File: src/rtl/valu_pkg.sv
// Shared widths and types for the 4x8-bit vector ALU and its requant/pack producer.
package valu_pkg;

  localparam int LANES   = 4;
  localparam int LANE_W  = 8;
  localparam int ACC_W   = 32;
  localparam int SHIFT_W = 5;

  typedef logic [LANES-1:0][LANE_W-1:0] packed_word_t;
  typedef logic [$clog2(LANES)-1:0]     lane_cnt_t;

  // Byte-enable mask with the lowest n lanes set.
  function automatic logic [LANES-1:0] lane_mask(lane_cnt_t n);
    lane_mask = '0;
    for (int i = 0; i < LANES; i++)
      if (i < int'(n)) lane_mask[i] = 1'b1;
  endfunction

endpackage

File: src/rtl/vrequant_lane.sv
// Combinational requant of one accumulator: rounding arithmetic shift, ReLU, saturate to u8.
module vrequant_lane
  import valu_pkg::*;
(
  input  logic [ACC_W-1:0]   acc,
  input  logic [SHIFT_W-1:0] shift,
  output logic [LANE_W-1:0]  res,
  output logic               sat
);

  // One guard bit so acc + half-LSB cannot wrap at the positive limit.
  logic signed [ACC_W:0] ext, rnd, r;

  always_comb begin
    ext = {acc[ACC_W-1], acc};
    rnd = '0;
    if (shift != '0) rnd = (ACC_W+1)'(1) << (shift - 1'b1);
    r   = (ext + rnd) >>> shift;
    sat = 1'b0;
    if (r[ACC_W]) begin
      res = '0;
    end else if (r > (ACC_W+1)'(255)) begin
      res = '1;
      sat = 1'b1;
    end else begin
      res = r[LANE_W-1:0];
    end
  end

endmodule

File: src/rtl/vpack_requant.sv
// Requantizes a stream of 32-bit accumulators to u8 and packs four per output word, with flush.
module vpack_requant
  import valu_pkg::*;
#(
  parameter int unsigned CVA6Cfg = 0,  // core configuration, not used internally
  parameter int unsigned LANES   = 4   // must match valu_pkg::LANES
) (
  input  logic        clk_i,
  input  logic        rst_ni,
  input  logic [31:0] acc_i,
  input  logic [4:0]  shift_i,
  input  logic        valid_i,
  output logic        ready_o,
  input  logic        flush_i,
  output logic [31:0] word_o,
  output logic [3:0]  byte_en_o,
  output logic        valid_o,
  input  logic        ready_i,
  output logic        sat_o,
  input  logic        clr_sat_i
);

  localparam lane_cnt_t LANE_LAST = lane_cnt_t'(LANES - 1);

  logic unused_cfg;
  assign unused_cfg = ^CVA6Cfg;

  lane_cnt_t    count, cnt_nxt;
  packed_word_t pack_q, pack_nxt;
  logic         flush_pend;
  logic [7:0]   lane_byte;
  logic         lane_sat;
  logic         out_free, accept, full, flush_req;

  vrequant_lane u_lane (
    .acc   (acc_i),
    .shift (shift_i),
    .res   (lane_byte),
    .sat   (lane_sat)
  );

  // Inputs stall while a flush waits for the output register, or when the
  // completing byte would have nowhere to go.
  assign out_free  = !valid_o || ready_i;
  assign ready_o   = !flush_pend && !(count == LANE_LAST && valid_o && !ready_i);
  assign accept    = valid_i && ready_o;
  assign full      = accept && count == LANE_LAST;
  assign flush_req = flush_i || flush_pend;
  assign cnt_nxt   = count + lane_cnt_t'(accept);

  always_comb begin
    pack_nxt = pack_q;
    if (accept) pack_nxt[count] = lane_byte;
  end

  always_ff @(posedge clk_i) begin
    if (!rst_ni) begin
      count      <= '0;
      pack_q     <= '0;
      flush_pend <= 1'b0;
      word_o     <= '0;
      byte_en_o  <= '0;
      valid_o    <= 1'b0;
      sat_o      <= 1'b0;
    end else begin
      if (accept && lane_sat) sat_o <= 1'b1;
      else if (clr_sat_i)     sat_o <= 1'b0;

      if (valid_o && ready_i) valid_o <= 1'b0;

      if (full) begin
        word_o     <= pack_nxt;
        byte_en_o  <= 4'hF;
        valid_o    <= 1'b1;
        count      <= '0;
        pack_q     <= '0;
        flush_pend <= 1'b0;
      end else if (flush_req && out_free) begin
        count      <= '0;
        pack_q     <= '0;
        flush_pend <= 1'b0;
        if (cnt_nxt != '0) begin
          word_o    <= pack_nxt;
          byte_en_o <= lane_mask(cnt_nxt);
          valid_o   <= 1'b1;
        end
      end else begin
        count  <= cnt_nxt;
        pack_q <= pack_nxt;
        if (flush_i) flush_pend <= 1'b1;
      end
    end
  end

endmodule

File: config.mk
export PLATFORM = sky130hd
export DESIGN_NAME = vpack_requant
export DESIGN_NICKNAME = d
export VERILOG_FILES = /design/src/rtl/valu_pkg.sv /design/src/rtl/vrequant_lane.sv /design/src/rtl/vpack_requant.sv
export SDC_FILE = /design/constraint.sdc
export NUM_CORES = 1
export LEC_CHECK = 0
export BUFFER_PORTS_ARGS = -buffer_cell sky130_fd_sc_hd__buf_2
export CORE_MARGIN = 8
export CORE_UTILIZATION = 60
export CTS_CLUSTER_DIAMETER = 50
export CTS_CLUSTER_SIZE = 28
export DETAILED_ROUTE_END_ITERATION = 16
export PLACE_DENSITY = 0.81
export SLEW_MARGIN = 20
export SYNTH_ARGS = -nofsm -noshare
export SYNTH_HDL_FRONTEND = slang
export SYNTH_HIERARCHICAL = 1
export SYNTH_SLANG_ARGS = --single-unit
File: constraint.sdc
create_clock -name clk_i -period 16.05 [get_ports clk_i]
set_input_delay 3.21 -clock clk_i [delete_from_list [all_inputs] [get_ports clk_i]]
set_output_delay 3.21 -clock clk_i [all_outputs]
set_load 0.05 [all_outputs]
Word level (Yosys, flattened, before mapping). Cells that the tools add are included.

$add $sub $neg: 3. Multiply operators: 0. Div/mod/pow operators: 0. Magnitude comparators: 6. Equal/unequal tests: 1. Shift-type cells: 2. Muxes and demuxes: 24. Bitwise logic cells: 1. Reductions and logical operators: 22.

Operators with widths (number): $mux W32 (4); $add A32 B33 Y33 (1); $gt A33 B9 Y1 const B (1); $mux W33 (1); $shl A1 B5 Y33 const A (1); $sshr A33 B5 Y33 (1); $bwmux W32 (1); $mux W8 (3); $demux W8 S2 (1); $mux W4 (3); $mux W1 (11); $logic_and A1 B1 Y1 (9); $reduce_bool A2 Y1 (4); $reduce_bool A5 Y1 (1); $sub A5 B1 Y5 const B (1); $logic_not A1 Y1 (4); $lt A1 B2 Y1 const A (2); $lt A2 B3 Y1 const B (1); $reduce_or A3 Y1 (1); $add A2 B1 Y2 (1); $eq A2 B2 Y1 const B (1); $ge A2 B1 Y1 const B (1); $logic_or A1 B1 Y1 (2); $lt A2 B2 Y1 const A (1); other kinds (2) (2).

Bits in registers: 73. Bits in latches: 0. Memory bits (writable): 0. Memory bits (read-only): 0. Logic and storage cells: 69. Memories kept: 0.

Logic depth before layout (Yosys ltp).
Word-level depth: 13. Mapped depth: 25.

Modules after synthesis. Netlist, hierarchy kept.

By module, submodules not included: vrequant_lane (instances 1, cells each 801, area an instance 5183.7 um^2, sequential area each 0.0 um^2); vpack_requant (instances 1, cells each 268, area an instance 2777.7 um^2, sequential area each 1461.4 um^2).

Worst setup path after synthesis. OpenSTA, ideal clock, no wires.

Path kind: input-to-reg. Start: input shift_i[3]. End: register word_o[14]. Data arrival time: 8.728 ns. Required time: 15.934 ns. Setup slack: 7.205 ns. Stages on the path: 22. Path through: clkbuf_1 > clkbuf_1 > clkbuf_1 > buf_1 > nand2_1 > nor3_1 > ha_1 > a21oi_2 > o21ai_0 > a21o_1 > o21a_2 > a221o_2 > or4_4 > nor4_4 > o2111ai_1 > or4_1 > a2111o_1 > nand4bb_4 > o221a_1 > mux2i_1 > o21ai_0 > o211a_1.

Longest elaborated chain between the ends: 13.

RTL lines: start: declaration (line vpack_requant.sv:11) `input logic [4:0] shift_i,`; $sub A5 B1 Y5 (line vrequant_lane.sv:17) `if (shift != '0) rnd = (ACC_W+1)'(1) << (shift - 1'b1);`; $shl A1 B5 Y33 (line vrequant_lane.sv:17); $mux W33 (line vrequant_lane.sv:17); $add A32 B33 Y33 (line vrequant_lane.sv:18) `r = (ext + rnd) >>> shift;`; $sshr A33 B5 Y33 (*) (line vrequant_lane.sv:18); $gt A33 B9 Y1 (line vrequant_lane.sv:22) `end else if (r > (ACC_W+1)'(255)) begin`; $mux W8 (line vrequant_lane.sv:22); $mux W8 (*) (line vrequant_lane.sv:20) `if (r[ACC_W]) begin`; net lane_byte[6] (line vpack_requant.sv:31) `logic [7:0] lane_byte;`; $bwmux W32 (*) (line vpack_requant.sv:53) `if (accept) pack_nxt[count] = lane_byte;`; $mux W32 (*) (line vpack_requant.sv:53); $mux W32 (line vpack_requant.sv:82) `if (cnt_nxt != '0) begin`; $mux W32 (line vpack_requant.sv:78) `end else if (flush_req && out_free) begin`; $mux W32 (*) (line vpack_requant.sv:71) `if (full) begin`; end signal: assignment (line vpack_requant.sv:72) `word_o <= pack_nxt;`; end signal: assignment (line vpack_requant.sv:83) `word_o <= pack_nxt;`; end: declaration (line vpack_requant.sv:15) `output logic [31:0] word_o,`.

The timed path passes the listed nets; every way through them passes the cells marked *. The select of a mux whose other input is x is not followed. A chain may end at the register's enable or synchronous reset.

Worst setup path after layout.
Start: input shift_i[0]. End: register word_o[2].

The elaborated chain is that of the path after synthesis.

==> load_flow_metrics.sql <==
INSERT INTO impl_metrics (metric_group, metric, value, unit) VALUES
('pwr', 'p_clk_share', '32.1', '%'),
('logic_synthesis', 'area_of_the_mapped_netlist', '7961', 'sq um'),
('layout', 'seqCellArea', '1461', 'sq um'),
('clocking', 'total_cts_buffers', '9', ''),
('layout', 'area.growth.synth_to_final', '6.679', '%'),
('logic_synthesis', 'seq_area_frac_synth', '18.36', '%'),
('pwr', 'p_sw_share', '38.65', '%'),
('pwr', 'power_frac_comb', '36.5', '%'),
('logic_synthesis', 'synth_largest_area_cell', 'dfxtp_1', ''),
('clocking', 'post-cts-setup-buffers', '0', ''),
('placement', 'dpl.hpwl', '20150', 'um'),
('route', 'firstDrtPassIters', '6', ''),
('timing', 'slew_viol_final', '0', ''),
('grt', 'grt_first_pass_wirelength', '44430', 'um'),
('logic_synthesis', 'postSynthAreaPerCell', '7.448', 'sq um'),
('grt', 'first_global_vias', '8348', ''),
('timing', 'fin_worst_skew', '0.01072', 'ns'),
('layout', 'number_of_nets_at_the_end_of_the_flow', '1168', ''),
('logic_synthesis', 'async_reset_ff_share', '0', '%'),
('worst_setup_path', 'critPathMostFrequentCell', 'o21ai_0', ''),
('floorplanning', 'die_h', '131.2', 'um'),
('route', 'dr_total_vias', '9070', ''),
('pwr', 'power.density', '73.96', 'nW/um^2'),
('timing', 'grt_setup_unrepaired', 'false', ''),
('layout', 'insertedDiodeCount', '0', ''),
('logic_synthesis', 'post_synth_inst_count', '1069', ''),
('logic_synthesis', 'synth.top_cells.by_count', '133 x nor2_1, 107 x nand2_1, 77 x o21ai_0', ''),
('logic_synthesis', 'syn-num-nets', '1146', ''),
('layout', 'post_route_cells_drive_above_1_share', '15.24', '%'),
('placement', 'io_buffer_count', '81', ''),
('timing', 'final_hold_viol_count', '0', ''),
('worst_setup_path', 'worstPathCellList', 'buf_2 > inv_2 > nand2_1 > nor2_1 > ha_1 > nand4_1 > a211oi_1 > o21ai_0 > a21oi_1 > o21a_1 > xnor2_1 > o21ai_0 > and3_1 > o41a_1 > nor4_1 > nand2_1 > o221a_1 > mux2i_1 > o21ai_0 > o211a_1', ''),
('worst_setup_path', 'timing.critical_path.max_delay_family', 'compound AO/OA/AOI/OAI gates', ''),
('floorplanning', 'rows', '42', ''),
('clocking', 'cts_htree_levels', '3', ''),
('timing', 'post-route-period-util', '66.36', '%'),
('pwr', 'netSwitchingPower', '0.2427', 'mW'),
('clocking', 'tritoncts_num_sinks', '73', ''),
('pwr', 'ir_worst_vdd', '97.59', 'uV'),
('route', 'drcViolationCount', '0', ''),
('timing', 'setup-tns-final', '0', 'ns'),
('timing', 'final-setup-viol-count', '0', ''),
('timing', 'timing.max_slew.rel_slack', '26.15', '%'),
('worst_setup_path', 'cp_max_fo', '41', ''),
('logic_synthesis', 'synth.area.top_cells', 'dfxtp_1 18%, nor2_1 6.3%, ha_1 5.2%', ''),
('logic_synthesis', 'yosysWarningCount', '6', ''),
('floorplanning', 'total_die_area', '17210', 'sq um'),
('route', 'drt-wirelength-per-cell', '21.82', 'um'),
('status', 'status', 'completed', ''),
('placement', 'routabilityCongestion', '1.006', ''),
('route', 'drt-total-wl', '27750', 'um'),
('worst_hold_path', 'worst_hold_path_type', 'reg -> reg', ''),
('timing', 'max_slew.worst_pin.slew', '1.100', 'ns'),
('pwr', 'post-layout-total-power', '0.6281', 'mW'),
('logic_synthesis', 'netlist-cell-type-count', '105', ''),
('worst_setup_path', 'timing.critical_path.arrival', '10.88', 'ns'),
('layout', 'filler_cell_count', '1185', ''),
('logic_synthesis', 'post-synth-top-area-fraction', '18.36', '%'),
('route', 'drt.antenna.violating_nets', '0', ''),
('pwr', 'internal_power', '0.3854', 'mW'),
('logic_synthesis', 'post-synth-top-count-cell', 'nor2_1', ''),
('grt', 'gr-total-overflow', '0', ''),
('pwr', 'seqPwrFrac', '31.4', '%'),
('timing', 'fmax', '93.89', 'MHz'),
('worst_setup_path', 'critPathKind', 'in -> reg', ''),
('route', 'drtIter0Drc', '1383', ''),
('floorplanning', 'initial_core_util', '60.84', '%'),
('route', 'routed_via_density', '7.131', ''),
('run', 'drv.max_cap_violation_count', '0', ''),
('clocking', 'cts_root_buf', 'clkbuf_16', ''),
('clocking', 'clock_tree_from_tritoncts', 'built', '');
[worst paths after layout]
| kind | endpoint | from | slack (ns) | cells past startpoint |
|---|---|---|---|---|
| max | word_o[2] | shift_i[0] | 5.40 | 20 |
| min | pack_q[29] | pack_q[29] | 0.46 | 1 |
| max reg2reg | word_o[10] | valid_o | 13.39 | 8 |
| min reg2reg | pack_q[29] | pack_q[29] | 0.46 | 1 |
[cell families after synthesis]
group	Yosys count	synth area share, %
AND/OR/NAND/NOR	422	26.10
AO/OA/AOI/OAI	379	34.80
buffers and inverters	97	6.616
flip-flops	73	18.36
multiplexers	46	6.679
adder cells (fa/ha/maj)	34	5.438
XOR/XNOR	17	1.964
other	1	0.04710
[registers in the layout, indices dropped and copies added (netlist names)]
name and cells:
flush_pend 1, pack_q 32, count 2, byte_en_o 4, valid_o 1, word_o 32
sat_o 1
[worst reg2reg max path, stage by stage (launching register included)]
cell and delay [ns]:
dfxtp_1 0.35, and2b_1 0.26, a31oi_1 0.17, and2_1 0.21
ha_1 0.23, xnor2_2 0.27, a211o_2 0.34, nand2_2 0.37
o211a_1 0.37
[layout make-up]
cell class              count  area share, %
clock buffers              10          2.696
clock inverters             6         0.7808
inverters                  20         0.8839
multi-input cells         899          70.40
flip-flops and latches     73          17.21
well taps                 176          2.593
repair buffers             88          5.436
[power groups by stage]
| stage | Combinational [mW] | Sequential [mW] | Clock (mW) |
|---|---|---|---|
| 2_1_floorplan | 0.143 | 0.228 | 0 |
| 6_report | 0.229 | 0.198 | 0.201 |
| 5_1_grt | 0.243 | 0.198 | 0.212 |
| 3_3_place_gp | 0.218 | 0.201 | 0 |
| 3_5_place_dp | 0.219 | 0.201 | 0 |
| 4_1_cts | 0.221 | 0.197 | 0.202 |
[layer usage]
metal | up-vias | routed length (um) | global-route usage (%)
li1 | 4129 | - | -
met1 | 4189 | 11200 | 40.65
met2 | 647 | 12250 | 46.71
met3 | 105 | 3163 | 6.059
met4 | 0 | 1141 | 13.43
met5 | - | 0 | 0
[per-stage QoR]
| stage | hold WS, ns | instances | area, sq um | utilization [%] | worst slack (ns) |
|---|---|---|---|---|---|
| final | 0.4556 | 1272 | 8493 | 64.91 | 5.400 |
| after floorplan | 0.4296 | 1069 | 7961 | - | 7.205 |
| after detailed placement | 0.4435 | 1255 | 8187 | 62.56 | 5.506 |
| after global placement | 0.4401 | 1255 | 8187 | 62.56 | 5.777 |
| after global routing | 0.4685 | 1272 | 8493 | 64.91 | 5.057 |
| after CTS | 0.4607 | 1271 | 8482 | 64.82 | 5.774 |
[layout by cell type, fill, tap and decap left out, types with 30 or more instances in the layout]
| cell | instances |
|---|---|
| dfxtp_1 | 73 |
| o21ai_0 | 77 |
| o211a_1 | 30 |
| nand2_1 | 107 |
| ha_1 | 33 |
| buf_2 | 81 |
| nor2_1 | 133 |
| a21oi_1 | 58 |
| mux2i_1 | 36 |
| nor3_1 | 37 |
Power figures use the tool's default switching activity.
